==> config.mk <==
export PLATFORM = sky130hd
export DESIGN_NAME = corelet_ctrl
export DESIGN_NICKNAME = d
export VERILOG_FILES = /design/src/rtl/corelet_ctrl.sv
export SDC_FILE = /design/constraint.sdc
export NUM_CORES = 1
export LEC_CHECK = 0
export CAP_MARGIN = 20
export CORE_MARGIN = 2
export CORE_UTILIZATION = 56
export CTS_CLUSTER_SIZE = 40
export DETAILED_ROUTE_END_ITERATION = 6
export PLACE_DENSITY = 0.91
export SYNTH_ARGS = -nofsm -noshare
export SYNTH_HDL_FRONTEND = slang
export SYNTH_SLANG_ARGS = --single-unit
==> constraint.sdc <==
create_clock -name clk -period 7.4 [get_ports clk]
set_input_delay 0.74 -clock clk [delete_from_list [all_inputs] [get_ports clk]]
set_output_delay 0.74 -clock clk [all_outputs]
set_load 0.02 [all_outputs]
==> src/rtl/corelet_ctrl.sv <==
// Instruction sequencer for one corelet output tile: weight fetch, weight load,
// activation fetch, execute, then OFIFO drain into pmem, on the 35-bit bundle.
module corelet_ctrl #(
    parameter int row     = 8,
    parameter int col     = 8,
    parameter int addr_bw = 11,
    parameter int len_bw  = 8
) (
    input  logic                clk,
    input  logic                reset,
    input  logic                start,
    input  logic [len_bw-1:0]   n_act,
    input  logic [addr_bw-1:0]  w_base,
    input  logic [addr_bw-1:0]  x_base,
    input  logic [addr_bw-1:0]  p_base,
    input  logic                ofifo_valid,
    output logic [34:0]         inst,
    output logic                busy,
    output logic                done
);

    localparam int WL_CYC = row + col;
    localparam int CW     = (len_bw > $clog2(WL_CYC)) ? len_bw : $clog2(WL_CYC);

    typedef enum logic [2:0] {
        IDLE, WFILL, WLOAD, XFILL, EXEC, OREAD, DONE
    } state_t;

    state_t              state;
    logic [CW-1:0]       cnt;
    logic [len_bw-1:0]   n_q;
    logic [addr_bw-1:0]  x_base_q;
    logic [addr_bw-1:0]  p_base_q;
    logic [addr_bw-1:0]  x_addr;
    logic [addr_bw-1:0]  p_addr;
    logic                x_cen;
    logic                l0_rd;
    logic                l0_wr;
    logic                load;
    logic                execute;
    logic                drain;
    logic [CW-1:0]       last_act;

    assign last_act = CW'(n_q) - CW'(1);

    always_ff @(posedge clk or negedge reset) begin
        if (!reset) begin
            state    <= IDLE;
            cnt      <= '0;
            n_q      <= '0;
            x_base_q <= '0;
            p_base_q <= '0;
            x_addr   <= '0;
            p_addr   <= '0;
            x_cen    <= 1'b1;
            l0_rd    <= 1'b0;
            l0_wr    <= 1'b0;
            load     <= 1'b0;
            execute  <= 1'b0;
        end else begin
            // l0 write strobe trails every xmem read by exactly one cycle
            l0_wr <= ~x_cen;
            case (state)
                IDLE: begin
                    if (start) begin
                        n_q      <= n_act;
                        x_base_q <= x_base;
                        p_base_q <= p_base;
                        cnt      <= '0;
                        if (n_act == '0) begin
                            state <= DONE;
                        end else begin
                            state  <= WFILL;
                            x_cen  <= 1'b0;
                            x_addr <= w_base;
                        end
                    end
                end
                WFILL: begin
                    if (cnt == CW'(row - 1)) begin
                        state  <= WLOAD;
                        cnt    <= '0;
                        x_cen  <= 1'b1;
                        x_addr <= '0;
                        l0_rd  <= 1'b1;
                        load   <= 1'b1;
                    end else begin
                        cnt    <= cnt + CW'(1);
                        x_addr <= x_addr + addr_bw'(1);
                    end
                end
                WLOAD: begin
                    if (cnt == CW'(WL_CYC - 1)) begin
                        state  <= XFILL;
                        cnt    <= '0;
                        l0_rd  <= 1'b0;
                        load   <= 1'b0;
                        x_cen  <= 1'b0;
                        x_addr <= x_base_q;
                    end else begin
                        cnt <= cnt + CW'(1);
                    end
                end
                XFILL: begin
                    if (cnt == last_act) begin
                        state   <= EXEC;
                        cnt     <= '0;
                        x_cen   <= 1'b1;
                        x_addr  <= '0;
                        l0_rd   <= 1'b1;
                        execute <= 1'b1;
                    end else begin
                        cnt    <= cnt + CW'(1);
                        x_addr <= x_addr + addr_bw'(1);
                    end
                end
                EXEC: begin
                    if (cnt == last_act) begin
                        state   <= OREAD;
                        cnt     <= '0;
                        l0_rd   <= 1'b0;
                        execute <= 1'b0;
                        p_addr  <= p_base_q;
                    end else begin
                        cnt <= cnt + CW'(1);
                    end
                end
                OREAD: begin
                    if (ofifo_valid) begin
                        if (cnt == last_act) begin
                            state  <= DONE;
                            cnt    <= '0;
                            p_addr <= '0;
                        end else begin
                            cnt    <= cnt + CW'(1);
                            p_addr <= p_addr + addr_bw'(1);
                        end
                    end
                end
                DONE: begin
                    state <= IDLE;
                end
                default: begin
                    state <= IDLE;
                end
            endcase
        end
    end

    // pmem write and OFIFO pop follow ofifo_valid within the same cycle
    assign drain = (state == OREAD) && ofifo_valid;
    assign busy  = (state != IDLE) && (state != DONE);
    assign done  = (state == DONE);

    assign inst = {2'b00, ~drain, ~drain, (drain ? p_addr : '0),
                   x_cen, 1'b1, x_addr,
                   drain, 2'b00, l0_rd, l0_wr, execute, load};

endmodule

==> results by group <==
Routing
  • DRC: 0
  • Initial DRC count: 397
  • 1st-pass router iterations: 6
  • Via count: 3795
  • Routed length per instance: 17.6 um
  • DRT antenna net count: 0
  • Routed WL: 10700 um
  • Post-DR vias/cell: 6.21

Clock tree
  • Clk slew on worst S/H paths: 0.07 ns
  • Hold Buf Count CTS: 0
  • CTS tree: yes
  • Root buf cell: clkbuf_8
  • Clock Sinks: 68
  • Post_cts resized: 0
  • Post-CTS Setup Bufs: 0
  • H-Tree Depth: 3
  • Longest Clk Path Bufs: 2
  • Clk_lat worst skew: 0.35 ns
  • Total CTS buffers: 9

STA
  • RSZ-0062 raised after global routing: no
  • Post-layout minimum cycle time: 4.59 ns
  • Final slew viol count: 0
  • Fmax: 218 MHz
  • Max-slew headroom: 0.257
  • Setup TNS Final: 0 ns
  • Setup violators final: 0
  • Clk_skew: 0.00615 ns
  • Final worst-path cycle share: 0.620
  • Fin. Hold Viols: 0
  • Worst Max-Slew Pin Slew: 1.11 ns

Yosys
  • Yosys cell types: 64
  • Post-synthesis cell count: 457
  • Top cells by area, synth: dfrtp_1, mux2_2, o21ai_0, nand2_1, nor2_1
  • #FFs+latches synth: 68
  • Synth area leader: dfrtp_1
  • Number of synthesized flops with an enable pin: 0
  • Share of the synthesized area in the top cell type: 0.400
  • Main flop type after synthesis: dfrtp_1
  • Syn Area/Cell: 9.16 um2
  • Yosys warnings: 0
  • Ys async rst share: 1.00
  • Mapped Area: 4190 um2
  • Post-synthesis sequential area ratio: 0.407

Critical path
  • Setup Crit Path Kind: flop to output port
  • Worst Path Required: 6.66 ns
  • Crit start category: flop
  • CP max FO: 30
  • CP bufs+invs: 3
  • R2R cell count: 9
  • Worst path depth: 6
  • Critical Path, Cell by Cell: clkinv_1, nor3_1, nand2_1, inv_1, and2_1, clkdlybuf4s50_1
  • Setup crit end kind: output port
  • CP delay by family, top: buffers and inverters
  • Max incr delay on CP: 0.94 ns
  • CP max stage cell: dfrtp_1
  • CP arrival: 3.85 ns

GRT
  • Grt total ovfl: 0
  • Vias in the first global route: 3734
  • First-pass GRT wire length: 17800 um
  • GRT Resource Usage Total: 0.267
  • Pin count of the biggest net entering global routing: 69
  • Initial antenna violation count: 0

Placed design
  • GPL Wtd Cong: 0.910
  • Dpl hpwl: 7580 um
  • Port bufs: 76
  • Area of placed instances: 4880 um2
  • # placed instances: 597

Layout
  • Ant diodes: 0
  • Finished Core Util: 0.696
  • Layout Area Growth over Synthesis: 20.6%
  • Post-route cell area: 5050 um2
  • Total Nets Final: 558
  • Ratio of cells with drive above 1 in the final layout: 0.0957
  • Final non-filler cell total: 611
  • Commonest non-fill, non-tap cell in the layout: clkdlybuf4s50_1
  • Commonest non-fill, non-tap cells in the layout: clkdlybuf4s50_1, dfrtp_1, nand2_1

Floorplanning
  • Row Count: 31
  • Top Ports: 82
  • Die Height: 90.5 um
  • Die area: 8180 um2
  • Core area: 7250 um2
  • Initial Utilization: 0.577
  • Die width: 90.5 um

Pwr
  • Lkg Pwr: 2.14 nW
  • Peak supply drop: 214 uV
  • Power Density: 346 nW/um2

Worst hold path
  • Hold path depth: 1
  • HP Class: flop to flop

Flow run
  • MaxCap Viol Count: 0

Run status
  • Status: completed
sequential cells by signal, summed over array words and instances (netlist names):
signal and flops:
cnt 8, execute 1, l0_rd 1, l0_wr 1, load 1, n_q 8, p_addr 11, p_base_q 11
state 3, x_addr 11, x_base_q 11, x_cen 1
synthesized netlist by cell type (3+ instances only):
| cell | number |
|---|---|
| dfrtp_1 | 67 |
| nand2_1 | 41 |
| nor2_1 | 35 |
| o21ai_0 | 31 |
| mux2_2 | 23 |
| a21oi_1 | 19 |
| clkbuf_1 | 19 |
| and3_1 | 14 |
| inv_1 | 13 |
| nor3_1 | 13 |
| and2_1 | 12 |
| buf_4 | 12 |
| o31ai_1 | 11 |
| nor4_1 | 10 |
| a21o_1 | 9 |
| nand3_1 | 9 |
| a22o_1 | 8 |
| mux2i_1 | 7 |
| xnor2_1 | 7 |
| o21ai_1 | 6 |
| a211o_1 | 5 |
| nand3b_1 | 5 |
| nor2b_1 | 5 |
| nor3b_1 | 5 |
| o211ai_1 | 5 |
| buf_2 | 4 |
| ha_1 | 4 |
| xor2_1 | 4 |
| a311oi_1 | 3 |
| buf_6 | 3 |
| o311a_1 | 3 |
final timing paths:
check                               from            to  slack, ns
max in group asynchronous          reset       execute       6.26
worst max-delay path            state[2]      inst[26]       2.81
worst min-delay path               x_cen         l0_wr       0.48
min in group asynchronous          reset  p_base_q[10]       0.59
worst max register to register    n_q[0]     x_addr[6]       4.07
worst min register to register     x_cen         l0_wr       0.48
cell type report:
type	instances	area, um2
repair buffers	78	771
inverters	14	52.6
multi-input cells	338	2230
fillers	562	2200
flip-flops and latches	68	1700
clock buffers	11	131
well taps	99	124
clock inverters	3	40.0
layer usage:
metal	track usage	part of all wire	wire, um	vias up
met5	0	0	0	-
met4	0.126	0.028	298	0
met3	0.0693	0.065	699	32
met2	0.439	0.49	5280	172
met1	0.327	0.41	4450	1847
li1	-	-	-	1744
cells by family after synthesis:
family                     after synthesis  synth area share
other                                    2           0.00179
muxes                                   30            0.0786
DFF                                     68             0.407
buffers and inverters                   54            0.0658
xor gates and xnor gates                11            0.0230
adders and majority gates                4            0.0120
and+or+nand+nor                        164             0.205
AOI/OAI and AO/OA                      124             0.207
per-stage QoR:
stage	setup slack, ns	hold WS, ns	total power, mW
floorplan	4.56	0.440	1.22
global placement	3.50	0.459	1.40
detailed placement	3.29	0.463	1.45
CTS	2.92	0.479	1.74
global route	2.59	0.500	1.86
finish	2.81	0.480	1.75
where the power goes:
part / switching (mW) / internal, mW
combinational: 0.382 / 0.366
sequential: 0.181 / 0.534
clock: 0.136 / 0.151
total: 0.698 / 1.05
(Power assumes the default switching activity.)
